===== config.mk =====
export PLATFORM = sky130hd
export DESIGN_NAME = signal_scan_ctrl_flat
export DESIGN_NICKNAME = d
export VERILOG_FILES = /design/src/rtl/signal_scan_ctrl_pkg.sv /design/src/rtl/signal_scan_ctrl_if.sv /design/src/rtl/signal_scan_ctrl_bit_sync.sv /design/src/rtl/signal_scan_ctrl.sv /design/src/flat_wrapper.sv
export SDC_FILE = /design/constraint.sdc
export NUM_CORES = 1
export LEC_CHECK = 0
export BUFFER_PORTS_ARGS = -buffer_cell sky130_fd_sc_hd__buf_4
export CAP_MARGIN = 10
export CELL_PAD_IN_SITES_DETAIL_PLACEMENT = 1
export CELL_PAD_IN_SITES_GLOBAL_PLACEMENT = 2
export CORE_MARGIN = 4
export CORE_UTILIZATION = 39
export DETAILED_ROUTE_END_ITERATION = 12
export HOLD_SLACK_MARGIN = 0.15
export PLACE_DENSITY = 0.75
export SLEW_MARGIN = 20
export SYNTH_ARGS = -nofsm -noshare
export SYNTH_HDL_FRONTEND = slang
export SYNTH_SLANG_ARGS = --single-unit
export TNS_END_PERCENT = 100

===== constraint.sdc =====
create_clock -name clk -period 3.16 [get_ports clk]
set_input_delay 0.632 -clock clk [delete_from_list [all_inputs] [get_ports clk]]
set_output_delay 0.632 -clock clk [all_outputs]
set_load 0.02 [all_outputs]

===== src/rtl/signal_scan_ctrl_pkg.sv =====
// ---------------------------------------------------------------------------
// signal_scan_pkg
// Shared types and constants for the signal_scan_ctrl activity scanner.
//   scan_state_t : scanner FSM states
//   SYNC_STAGES  : depth of the input metastability synchronizer
// ---------------------------------------------------------------------------
package signal_scan_pkg;

  localparam int SYNC_STAGES = 2;

  typedef enum logic [1:0] {
    IDLE     = 2'd0,
    WINDOW   = 2'd1,
    UPDATE   = 2'd2,
    WAIT_EVT = 2'd3
  } scan_state_t;

endpackage


===== src/rtl/signal_scan_ctrl_if.sv =====
// ---------------------------------------------------------------------------
// signal_scan_ctrl_if
// Change-event channel from the scanner to the status/interrupt block.
//   evt_valid : event pending (master -> slave)
//   evt_ready : consumer accepts the event (slave -> master)
//   evt_chan  : channel whose status flipped (master -> slave)
//   evt_state : new status of that channel (master -> slave)
// ---------------------------------------------------------------------------
interface signal_scan_ctrl_if #(
  parameter int N_CH = 8
);
  localparam int CH_W = $clog2(N_CH);

  logic            evt_valid;
  logic            evt_ready;
  logic [CH_W-1:0] evt_chan;
  logic            evt_state;

  modport master (
    output evt_valid,
    output evt_chan,
    output evt_state,
    input  evt_ready
  );

  modport slave (
    input  evt_valid,
    input  evt_chan,
    input  evt_state,
    output evt_ready
  );

endinterface


===== src/rtl/signal_scan_ctrl_bit_sync.sv =====
// ---------------------------------------------------------------------------
// bit_sync
// Parameterized-width multi-flop synchronizer for asynchronous inputs.
// Each bit is sampled independently; there is no cross-bit coherence.
//   clk    : destination clock
//   resetn : asynchronous active-low clear of all stages
//   d      : asynchronous input bits
//   q      : synchronized bits (SYNC_STAGES cycles of latency)
// ---------------------------------------------------------------------------
module bit_sync
  import signal_scan_pkg::*;
#(
  parameter int WIDTH = 8
) (
  input  logic             clk,
  input  logic             resetn,
  input  logic [WIDTH-1:0] d,
  output logic [WIDTH-1:0] q
);

  // Stage 0 is the metastable capture flop; the last stage feeds q.
  logic [SYNC_STAGES-1:0][WIDTH-1:0] stage_q;

  always_ff @(posedge clk or negedge resetn) begin
    if (!resetn) begin
      stage_q <= '0;
    end else begin
      stage_q <= {stage_q[SYNC_STAGES-2:0], d};
    end
  end

  assign q = stage_q[SYNC_STAGES-1];

endmodule


===== src/rtl/signal_scan_ctrl.sv =====
// ---------------------------------------------------------------------------
// signal_scan_ctrl
// Time-multiplexed activity scanner. One window counter and one edge
// detector are shared round-robin across N_CH input lines; each channel is
// judged active (at least one edge in its window) or idle, and every status
// flip is reported as a single-entry valid/ready change event.
//
// Ports:
//   clk       : system clock, rising edge
//   resetn    : asynchronous active-low reset
//   in        : asynchronous signal lines [N_CH]
//   enable    : scan enable, honoured at channel boundaries
//   status    : per-channel activity result (1 = active)
//   scan_done : one-cycle pulse when a full pass completes
//   busy      : FSM not in IDLE
//   evt       : change-event channel (master side)
// ---------------------------------------------------------------------------
module signal_scan_ctrl
  import signal_scan_pkg::*;
#(
  parameter  int N_CH     = 8,
  parameter  int C_WINDOW = 10_000,
  localparam int CNT_W    = $clog2(C_WINDOW),
  localparam int CH_W     = $clog2(N_CH)
) (
  input  logic                clk,
  input  logic                resetn,
  input  logic [N_CH-1:0]     in,
  input  logic                enable,
  output logic [N_CH-1:0]     status,
  output logic                scan_done,
  output logic                busy,
  signal_scan_ctrl_if.master  evt
);

  localparam logic [CNT_W-1:0] CNT_LOAD = CNT_W'(C_WINDOW - 1);
  localparam logic [CH_W-1:0]  LAST_CH  = CH_W'(N_CH - 1);

  // -------------------------------------------------------------------------
  // Input conditioning: free-running synchronizer plus one delay flop so the
  // edge detector compares two already-synchronized samples.
  // -------------------------------------------------------------------------
  logic [N_CH-1:0] s2;
  logic [N_CH-1:0] s3_q;
  logic [N_CH-1:0] edge_vec;

  bit_sync #(
    .WIDTH (N_CH)
  ) u_sync (
    .clk    (clk),
    .resetn (resetn),
    .d      (in),
    .q      (s2)
  );

  always_ff @(posedge clk or negedge resetn) begin
    if (!resetn) begin
      s3_q <= '0;
    end else begin
      s3_q <= s2;
    end
  end

  assign edge_vec = s2 ^ s3_q;

  // -------------------------------------------------------------------------
  // Scanner state
  // -------------------------------------------------------------------------
  scan_state_t     state_q,      state_d;
  logic [CH_W-1:0] sel_q,        sel_d;
  logic [CNT_W-1:0] cnt_q,       cnt_d;
  logic            act_q,        act_d;
  logic [N_CH-1:0] status_q,     status_d;
  logic            evt_valid_q,  evt_valid_d;
  logic [CH_W-1:0] evt_chan_q,   evt_chan_d;
  logic            evt_state_q,  evt_state_d;
  logic            scan_done_q,  scan_done_d;

  logic            advance;
  logic            load_evt;

  always_ff @(posedge clk or negedge resetn) begin
    if (!resetn) begin
      state_q     <= IDLE;
      sel_q       <= '0;
      cnt_q       <= '0;
      act_q       <= 1'b0;
      status_q    <= '0;
      evt_valid_q <= 1'b0;
      evt_chan_q  <= '0;
      evt_state_q <= 1'b0;
      scan_done_q <= 1'b0;
    end else begin
      state_q     <= state_d;
      sel_q       <= sel_d;
      cnt_q       <= cnt_d;
      act_q       <= act_d;
      status_q    <= status_d;
      evt_valid_q <= evt_valid_d;
      evt_chan_q  <= evt_chan_d;
      evt_state_q <= evt_state_d;
      scan_done_q <= scan_done_d;
    end
  end

  always_comb begin
    state_d     = state_q;
    sel_d       = sel_q;
    cnt_d       = cnt_q;
    act_d       = act_q;
    status_d    = status_q;
    evt_valid_d = evt_valid_q;
    evt_chan_d  = evt_chan_q;
    evt_state_d = evt_state_q;
    scan_done_d = 1'b0;
    advance     = 1'b0;
    load_evt    = 1'b0;

    // A pending event is consumed on ready; a new load below overrides this.
    if (evt_valid_q && evt.evt_ready) begin
      evt_valid_d = 1'b0;
    end

    unique case (state_q)
      IDLE: begin
        sel_d = '0;
        if (enable) begin
          cnt_d   = CNT_LOAD;
          act_d   = 1'b0;
          state_d = WINDOW;
        end
      end

      WINDOW: begin
        if (edge_vec[sel_q]) begin
          act_d = 1'b1;
        end
        if (cnt_q == '0) begin
          state_d = UPDATE;
        end else begin
          cnt_d = cnt_q - 1'b1;
        end
      end

      UPDATE: begin
        status_d[sel_q] = act_q;
        if (act_q != status_q[sel_q]) begin
          // Single-entry queue: load only if the slot is free or freeing now.
          if (!evt_valid_q || evt.evt_ready) begin
            load_evt = 1'b1;
            advance  = 1'b1;
          end else begin
            state_d = WAIT_EVT;
          end
        end else begin
          advance = 1'b1;
        end
      end

      WAIT_EVT: begin
        // act_q still holds the result of the stalled channel.
        if (evt.evt_ready) begin
          load_evt = 1'b1;
          advance  = 1'b1;
        end
      end

      default: begin
        state_d = IDLE;
      end
    endcase

    if (load_evt) begin
      evt_valid_d = 1'b1;
      evt_chan_d  = sel_q;
      evt_state_d = act_q;
    end

    // Channel boundary: the only point where enable is re-evaluated.
    if (advance) begin
      scan_done_d = (sel_q == LAST_CH);
      sel_d       = (sel_q == LAST_CH) ? '0 : sel_q + 1'b1;
      if (enable) begin
        cnt_d   = CNT_LOAD;
        act_d   = 1'b0;
        state_d = WINDOW;
      end else begin
        sel_d   = '0;
        state_d = IDLE;
      end
    end
  end

  assign status        = status_q;
  assign scan_done     = scan_done_q;
  assign busy          = (state_q != IDLE);
  assign evt.evt_valid = evt_valid_q;
  assign evt.evt_chan  = evt_chan_q;
  assign evt.evt_state = evt_state_q;

endmodule


===== src/flat_wrapper.sv =====
// flat-port wrapper written by rule: the top's interface ports become plain ports
module signal_scan_ctrl_flat import signal_scan_pkg::*;
#(
  parameter  int N_CH     = 8,
  parameter  int C_WINDOW = 10_000,
  localparam int CNT_W    = $clog2(C_WINDOW),
  localparam int CH_W     = $clog2(N_CH)
)
  (clk, resetn, in, enable, status, scan_done, busy, evt_evt_valid, evt_evt_chan, evt_evt_state, evt_evt_ready);
  signal_scan_ctrl_if #(.N_CH(N_CH)) evt_i ();
  input  logic clk;
  input  logic resetn;
  input  logic [N_CH-1:0] in;
  input  logic enable;
  output logic [N_CH-1:0] status;
  output logic scan_done;
  output logic busy;
  output wire logic [$bits(evt_i.evt_valid)-1:0] evt_evt_valid;
  output wire logic [$bits(evt_i.evt_chan)-1:0] evt_evt_chan;
  output wire logic [$bits(evt_i.evt_state)-1:0] evt_evt_state;
  input wire logic [$bits(evt_i.evt_ready)-1:0] evt_evt_ready;
  assign evt_evt_valid = evt_i.evt_valid;
  assign evt_evt_chan = evt_i.evt_chan;
  assign evt_evt_state = evt_i.evt_state;
  assign evt_i.evt_ready = evt_evt_ready;
  signal_scan_ctrl #(.N_CH(N_CH), .C_WINDOW(C_WINDOW)) u_core (.clk(clk), .resetn(resetn), .in(in), .enable(enable), .status(status), .scan_done(scan_done), .busy(busy), .evt(evt_i));
endmodule

==> flow_summary.ini, run 1 <==
[floorplanning]
die_w_um = 91.98
start_util_pct = 40.26
die_area_sq_um = 8459
core_area_sq_um = 6832
io-pin-count = 27
chipHeight_um = 91.98
row_count = 30

[synth]
synth_top_area_share_pct = 52.78
synth_compound_area_share_pct = 10.60
synth_xor_xnor_area_share_pct = 5.096
synthAdderAreaFrac_pct = 3.640
synth_nets = 253
yosysMostFrequentCell = dfrtp_1
ys_top_cells_by_count = dfrtp_1, nor2_1, mux2_2, nand2_1, nor3_1
async_reset_ff_share_pct = 100.0
synthTopCellsByArea = dfrtp_1, mux2_2, ha_1
avgSynthCellArea_sq_um = 11.80
seq_area_frac_synth_pct = 52.78
ys_warn_count = 0
syn_inst = 233
synth-edff-count = 0
synth_area_sq_um = 2750
ys_ff_latch = 58
synth_flop_cell = dfrtp_1
yosysTopAreaCell = dfrtp_1
synth_top_family_by_area = simple AND/OR/NAND/NOR gates
muxShareOfSynthArea_pct = 9.418
yosys.area_share.simple_pct = 15.74
ys_types = 48

[layout]
antennaDiodeCount = 0
drive_gt1_share_pct = 25.75
area_delta_synth_final_pct = 16.29
nNetsFinal = 284

[power_and_ir_drop]
switching_share_pct = 38.90
worst_ir_drop_vdd_uv = 385.8
power.switching_w = 0.0009815
seqPwrFrac_pct = 40.5
comb_power_share_pct = 37.3
p_int_w = 0.001541
p_leak_nw = 1.390
p_clk_share_pct = 22.1
cellPowerDensity_nw_per_um2 = 788.9

[clock_tree]
htree_levels = 3
cts.clk_slew.worst_paths_ps = 70
cts-buffers-inserted = 9
clockRootBuffer = clkbuf_8
cts_resized = 0
cts_buffer_depth = 2
cts_tree = done
post_cts_buffers = 0
holdBufCountCts = 0
clock_latency_ps = 330
clock-sinks = 58

[critical_path]
cp-end-kind = flop
rr_worst_depth = 5
worstPathArrival_ps = 2680
r2r_start = u_core.sel_q[1]
rrSetupSlack_ps = 700
start_kind = flop
path_buf_inv = 0
slowest_stage = dfrtp_1
cp_top_family = multiplexers
r2r-end = u_core.evt.evt_chan[2]
critPathKind = reg2reg
critPathMaxStageDelay_ps = 630
critPathMaxFanout = 15
critical_path.cell_chain = mux4_2 -> mux2_2 -> xnor2_1 -> o21ai_0 -> mux2_2
critPathRequiredTime_ps = 3370
cp_common_cell = mux2_2

[detailed_routing]
antenna_left = 0
wl_um = 5750
drtIter0Drc = 46
via_count = 1891
drc_errors = 0
avgViaCountPerCell = 5.195
avgRoutedWirePerCell_um = 15.80
drt-pass1-iter-count = 4

[timing]
finalClockSkew_ps = 9.691
relSlewSlack_pct = 48.26
period_needed_ps = 2463
max_freq_ghz = 0.4061
layout_setup_ws_ps = 697.3
rsz0062_at_grt = false
worstMarginPinSlew_ps = 769.1
finalSetupViolations = 0
hold_viol_final = 0
tns_ps = 0
period_share_pct = 77.93
drv_slew = 0

[place]
routabilityCongestion = 0.8067
numPortBuffers = 26
hpwl_um = 4050
place_ws_ps = 644.5

[global_route]
antenna_found_initial = 0
grt_use_total_pct = 15.23
grt_pass1_wl_um = 10070
first_global_vias = 1918
grt_overflow_total = 0
grt_max_degree = 59

[run]
cap_violations = 0

[min_path]
hp-class = in2async

[outcome]
status = finished clean
## kinds of logic (layout without fill, tap and decap cells)
| family | Yosys count | after routing |
|---|---|---|
| xor+xnor | 16 | 16 |
| fa+ha+maj | 8 | 8 |
| buf+inv | 16 | 51 |
| simple gates | 76 | 76 |
| flops | 58 | 58 |
| compound gates | 40 | 40 |
| mux | 19 | 19 |
## how the worst max path moves through the flow
| stage | from | end | slack [ps] | cells past startpoint |
|---|---|---|---|---|
| after global placement | u_core.sel_q[1] | u_core.evt.evt_chan[1] | 630 | 5 |
| after global routing | u_core.cnt_q[2] | u_core.cnt_q[12] | 530 | 6 |
| after CTS | u_core.sel_q[1] | u_core.evt.evt_chan[2] | 640 | 5 |
| after floorplan | u_core.status[7] | u_core.sel_q[0] | 970 | 7 |
| after detailed placement | u_core.sel_q[1] | u_core.evt.evt_chan[2] | 640 | 5 |
| final | u_core.sel_q[1] | u_core.evt.evt_chan[2] | 700 | 5 |
## sequential cells by signal, indices dropped and copies added, names as in the netlist
signal,count
u_core.cnt_q,14
u_core.s3_q,8
u_core.status,8
u_core.u_sync.q,8
u_core.u_sync.stage_q,8
u_core.evt.evt_chan,3
u_core.sel_q,3
u_core.state_q,2
u_core.act_q,1
u_core.evt.evt_state,1
u_core.evt.evt_valid,1
u_core.scan_done,1
## layout make-up
class / instances / area [sq um]
Timing Repair Buffer: 29 / 217.7
Fill cell: 749 / 3633
Multi-Input combinational cell: 159 / 1224
Tap cell: 96 / 120.1
Inverter: 7 / 26.28
Clock inverter: 6 / 35.03
Clock buffer: 9 / 123.9
Sequential cell: 58 / 1451
## worst reg2reg max path: cells and delay by family, from the launching register on
kind           cells  cell delay [ps]
multiplexers       3             1110
flip-flops         1              630
AO/OA/AOI/OAI      1              490
XOR/XNOR           1              130
## layer usage
layer  up-vias  wire [um]  GRT usage [%]
met1       941       3087          23.24
met5         -          0              0
met2        35       2307          19.89
met3         9        252          4.512
li1        906          -              -
met4         0        102          5.941
## through the flow
step	instances	utilization (%)	hold slack (ps)	cell area, sq um	total power (W)
floorplan	233	-	331.2	2750	0.001682
global placement	349	44.49	332.0	3039	0.001989
detailed placement	349	44.49	336.5	3039	0.001991
CTS	364	46.81	351.7	3198	0.002566
global route	364	46.81	356.2	3198	0.002723
finish	364	46.81	340.5	3198	0.002523
## power by group through the flow
stage               Combinational (W)  Sequential (W)  Clock (W)
detailed placement           0.000953         0.00104          0
finish                       0.000942         0.00102   0.000558
global route                  0.00106         0.00105   0.000618
global placement             0.000954         0.00103          0
CTS                          0.000958         0.00103   0.000583
floorplan                    0.000646         0.00104          0
## layout by cell type (no fill, tap or decap), types with 6 or more instances in the layout
cell and count:
inv_1 6, nor3_1 11, buf_4 29, dfrtp_1 58, nor4_1 6, a22oi_1 6, nand2_1 15, ha_1 8
xnor2_1 9, clkbuf_8 9, mux2_2 15, nor2_1 16, xor2_1 7, o21ai_0 10
Power figures use the tool's default switching activity.
==> run 2: changes to the inputs <==
- CORE_UTILIZATION: 39 -> 36
- PLACE_DENSITY: 0.75 -> 0.73
- clock period: 3.16 -> 2.2 ns (I/O delays scaled with it)
==> run 2 against run 1 <==
  * Critical endpoint is now u_core.cnt_q[10]
  * Combinational power is 110% higher
  * Cell count is 13% higher
  * Power is 84% higher
  * Flip-flop and latch count stayed put
  * Count of clock-buffer cells in the layout stayed put
  * Via count is 12% higher
  * Critical path depth is 1 higher
  * Largest cell class unchanged
  * Clock power is 120% higher
  * Sequential power is 40% higher
  * Non-clock buffer count is 41 higher
  * Die area is 7.6% higher
  * The run now ends with setup timing left
==> flow_summary.ini, run 2 (synthesis results as in run 1) <==
[critical_path]
critPathKind = reg2reg
start_kind = flop
r2r_start = u_core.cnt_q[7]
critPathRequiredTime_ps = 2460
worstPathArrival_ps = 2490
cp-startpoint = u_core.cnt_q[7]
critPathMaxFanout = 5
cp-end-kind = flop

[clock_tree]
htree_levels = 3
cts-buffers-inserted = 9
clock-sinks = 58
clockRootBuffer = clkbuf_8
cts_buffer_depth = 2
holdBufCountCts = 0
clock_latency_ps = 350
cts_tree = done
cts.clk_slew.worst_paths_ps = 70

[floorplanning]
die_area_sq_um = 9101
chipHeight_um = 95.40
die_w_um = 95.40
core_area_sq_um = 7331
io-pin-count = 27
start_util_pct = 37.51
row_count = 31

[layout]
nNetsFinal = 326
largest_reg_flops = 14
top_register = u_core.cnt_q
nFillCells = 792
mostFrequentLayoutCells = buf_4, dfrtp_1, nor2_1
final_util_pct = 50.45
antennaDiodeCount = 0
drive_gt1_share_pct = 40.51
final_common_cell = buf_4
area_delta_synth_final_pct = 34.49

[detailed_routing]
avgViaCountPerCell = 5.166
drt-pass1-iter-count = 4
via_count = 2118
wl_um = 6835
avgRoutedWirePerCell_um = 16.67
drc_errors = 0
antenna_left = 0
drtIter0Drc = 69

[power_and_ir_drop]
worst_ir_drop_vdd_uv = 665.9
cellPowerDensity_nw_per_um2 = 1253
p_leak_nw = 1.669

[global_route]
grt_pass1_wl_um = 11580
grt_use_total_pct = 16.71
first_global_vias = 2290
antenna_found_initial = 0
grt_max_degree = 59
grt_overflow_total = 0

[timing]
finalClockSkew_ps = 13.80
layout_setup_ws_ps = -29.22
worstMarginPinSlew_ps = 738.1
drv_slew = 0
max_freq_ghz = 0.4486
relSlewSlack_pct = 50.80
whs_ps = 158.8
period_needed_ps = 2229
hold_viol_final = 0
finalSetupViolations = 4
period_share_pct = 101.3
rsz0062_at_grt = true
tns_ps = -58.48

[outcome]
violations = setup timing
status = finished, violations left

[min_path]
hp-class = in2async

[place]
numPortBuffers = 26
place_ws_ps = -124.4
hpwl_um = 4524
routabilityCongestion = 0.7560

[run]
cap_violations = 0
## run 2: critical path, stage by stage, from the launching register on
cell and delay [ps]:
dfrtp_1 380, or4_4 560, or4_4 480, o21ai_4 230, nor4b_2 100, and3_1 200
a211oi_2 200
## run 2: repair_timing
action,CTS,global route
gates resized for setup,7,14
buffers inserted,1,1
cloned,0,1
pin swaps,0,2
setup endpoints to repair,21,21
## run 2: final timing paths
kind | endpoint | slack (ps) | cells after the start
worst max-delay path | u_core.cnt_q[10] | -30 | 6
worst min-delay path | u_core.u_sync.stage_q[0] | 160 | 1
worst max register to register | u_core.cnt_q[10] | -30 | 6
worst min register to register | u_core.u_sync.q[1] | 350 | 0
max in group asynchronous | u_core.sel_q[0] | 1520 | 1
min in group clk | u_core.u_sync.stage_q[3] | 200 | 1
## run 2: where the power goes
group / internal (W) / leakage [nW] / switching, W
registers: 0.00125 / 0.702 / 0.000175
clock network: 0.000764 / 0.124 / 0.000485
logic: 0.000938 / 0.843 / 0.00102
## run 2: final cells by class
| class | count | area (sq um) | area share [%] |
|---|---|---|---|
| clock buffers | 9 | 123.9 | 3.349 |
| clock inverters | 7 | 125.1 | 3.383 |
| inverters | 7 | 26.28 | 0.7104 |
| multi-input cells | 160 | 1314 | 35.52 |
| flip-flops and latches | 58 | 1453 | 39.28 |
| well taps | 99 | 123.9 | 3.349 |
| repair buffers | 70 | 533.0 | 14.41 |
## run 2: per-stage QoR
stage / power (W) / std cells / area (sq um)
floorplan: 0.002415 / 233 / 2750
global placement: 0.003173 / 391 / 3336
detailed placement: 0.003204 / 391 / 3336
CTS: 0.004519 / 408 / 3618
global route: 0.004914 / 410 / 3699
finish: 0.004636 / 410 / 3699
## run 2: layer usage
metal / up-vias / global-route usage [%] / part of all wire (%)
met5: - / 0 / 0
met4: 0 / 7.820 / 1.6
met3: 10 / 2.841 / 2.6
met2: 31 / 26.71 / 48
met1: 1077 / 22.12 / 48
li1: 1000 / - / -
==> run 3: changes to the inputs <==
- SKIP_CTS_REPAIR_TIMING: not set -> 1
==> run 3 against run 2 <==
  * The run still ends with setup timing left
  * Worst setup slack got worse by 6.2 ps
  * Clock skew down 2.9 ps
  * Maximum frequency is 0.28% lower
  * Flip-flop and latch count did not move
  * Routed wire length is 1.6% lower
  * Register-to-register slack is essentially flat
  * Sequential share of layout area about the same
  * Power decreased by 0.67%
  * Core utilization about the same
  * Global-route usage down 0.15 points
==> flow_summary.ini, run 3 (synthesis results as in run 1) <==
[detailed_routing]
via_count = 2111
antenna_left = 0
avgViaCountPerCell = 5.149
drtIter0Drc = 80
avgRoutedWirePerCell_um = 16.41
drt-pass1-iter-count = 4
wl_um = 6728
drc_errors = 0

[critical_path]
path_buf_inv = 1
rrSetupSlack_ps = -40
cp-end-kind = flop
slowest_stage = or4_4
worstPathArrival_ps = 2480
cp_top_family = simple AND/OR/NAND/NOR gates
critPathRequiredTime_ps = 2440
critPathMaxStageDelay_ps = 560
cp_common_cell = or4_4
critPathKind = reg2reg
r2r-end = u_core.state_q[1]
r2r_start = u_core.cnt_q[7]
start_kind = flop
rr_worst_depth = 6
critical_path.cell_chain = or4_4 -> or4_4 -> o21ai_4 -> buf_4 -> nand3_1 -> a221oi_1
critPathMaxFanout = 5

[power_and_ir_drop]
p_int_w = 0.002943
worst_ir_drop_vdd_uv = 664.7
p_clk_share_pct = 27.1
switching_share_pct = 36.09
cellPowerDensity_nw_per_um2 = 1246
comb_power_share_pct = 41.9
power.switching_w = 0.001662
p_leak_nw = 1.678
total_power_w = 0.004605
seqPwrFrac_pct = 31.1

[clock_tree]
cts.clk_slew.worst_paths_ps = 70
clock_latency_ps = 350
clockRootBuffer = clkbuf_8
cts_tree = done
cts_buffer_depth = 2
cts-buffers-inserted = 9
clock-sinks = 58
htree_levels = 3

[floorplanning]
row_count = 31
io-pin-count = 27
core_area_sq_um = 7331
die_w_um = 95.40
start_util_pct = 37.51
chipHeight_um = 95.40
die_area_sq_um = 9101

[global_route]
grt_use_total_pct = 16.56
grtUsageMet3_pct = 2.841
grt_util_met1_pct = 21.97
first_global_vias = 2273
use_met2_pct = 26.36
grt_max_degree = 59
grt_pass1_wl_um = 11450
antenna_found_initial = 0
top_usage_layer = met2
grt_overflow_total = 0

[place]
routabilityCongestion = 0.7560
numPortBuffers = 26
placed_cells = 391
hpwl_um = 4524

[timing]
whs_ps = 157.0
rsz0062_at_grt = true
finalSetupViolations = 3
layout_setup_ws_ps = -35.40
finalClockSkew_ps = 10.91
tns_ps = -84.49
hold_viol_final = 0
max_freq_ghz = 0.4473
period_needed_ps = 2235
period_share_pct = 101.6
relSlewSlack_pct = 50.56
worstMarginPinSlew_ps = 741.7
drv_slew = 0

[layout]
mostFrequentLayoutCells = buf_4, dfrtp_1, nor2_1
area_delta_synth_final_pct = 34.44
final_common_cell = buf_4
finalNonFillerCells = 410
top_register = u_core.cnt_q
largest_reg_flops = 14
antennaDiodeCount = 0
nNetsFinal = 326
drive_gt1_share_pct = 39.87

[min_path]
hp-class = in2async

[outcome]
violations = setup timing
status = finished, violations left

[run]
cap_violations = 0
run 3: changes by cell type in the layout (fill, tap and decap cells not counted):
cell / before / now
a221oi_1: 0 / 1
a221oi_2: 1 / 0
and3_1: 3 / 2
and3_4: 0 / 1
nor2_1: 15 / 16
nor2_2: 1 / 0
nor4_1: 2 / 3
nor4_2: 5 / 4
nor4b_2: 1 / 0
nor4b_4: 0 / 1
run 3: how the worst max path moves through the flow:
stage	cells past startpoint	endpoint	slack, ps	startpoint
6_report	6	u_core.state_q[1]	-40	u_core.cnt_q[7]
5_1_grt	6	u_core.state_q[1]	-130	u_core.cnt_q[7]
4_1_cts	6	u_core.cnt_q[2]	-190	u_core.sel_q[0]
3_5_place_dp	6	u_core.cnt_q[1]	-120	u_core.sel_q[0]
3_3_place_gp	6	u_core.cnt_q[1]	-60	u_core.sel_q[0]
2_1_floorplan	7	u_core.sel_q[0]	7	u_core.status[7]
run 3: metal layers:
| layer | vias up | routed length, um |
|---|---|---|
| li1 | 1004 | - |
| met1 | 1071 | 3259 |
| met2 | 26 | 3162 |
| met3 | 10 | 184 |
| met4 | 0 | 121 |
| met5 | - | 0 |
run 3: power groups by stage:
stage	combinational, W	sequential [W]	clock, W
4_1_cts	0.00178	0.00143	0.00128
5_1_grt	0.00209	0.00146	0.00134
3_3_place_gp	0.00173	0.00144	0
3_5_place_dp	0.00176	0.00144	0
6_report	0.00193	0.00143	0.00125
2_1_floorplan	0.000928	0.00149	0
run 3: layout make-up:
cell class              count  area [sq um]
flip-flops and latches     58          1453
well taps                  99         123.9
clock inverters             7         125.1
inverters                   7         26.28
fillers                   793          3633
repair buffers             70         533.0
multi-input cells         160          1313
clock buffers               9         123.9
run 3: worst reg2reg max path, delay by kind of cell, from the launching register on:
kind	cells	cell delay, ps
compound gates	2	490
buf+inv	1	160
flops	1	380
simple gates	3	1110
run 3: metrics by stage:
stage,instance area (sq um),util [%],worst slack (ps)
6_report,3697,50.44,-35.40
3_3_place_gp,3336,45.50,-57.82
5_1_grt,3697,50.44,-125.7
4_1_cts,3585,48.90,-193.4
2_1_floorplan,2750,-,6.976
3_5_place_dp,3336,45.50,-124.4
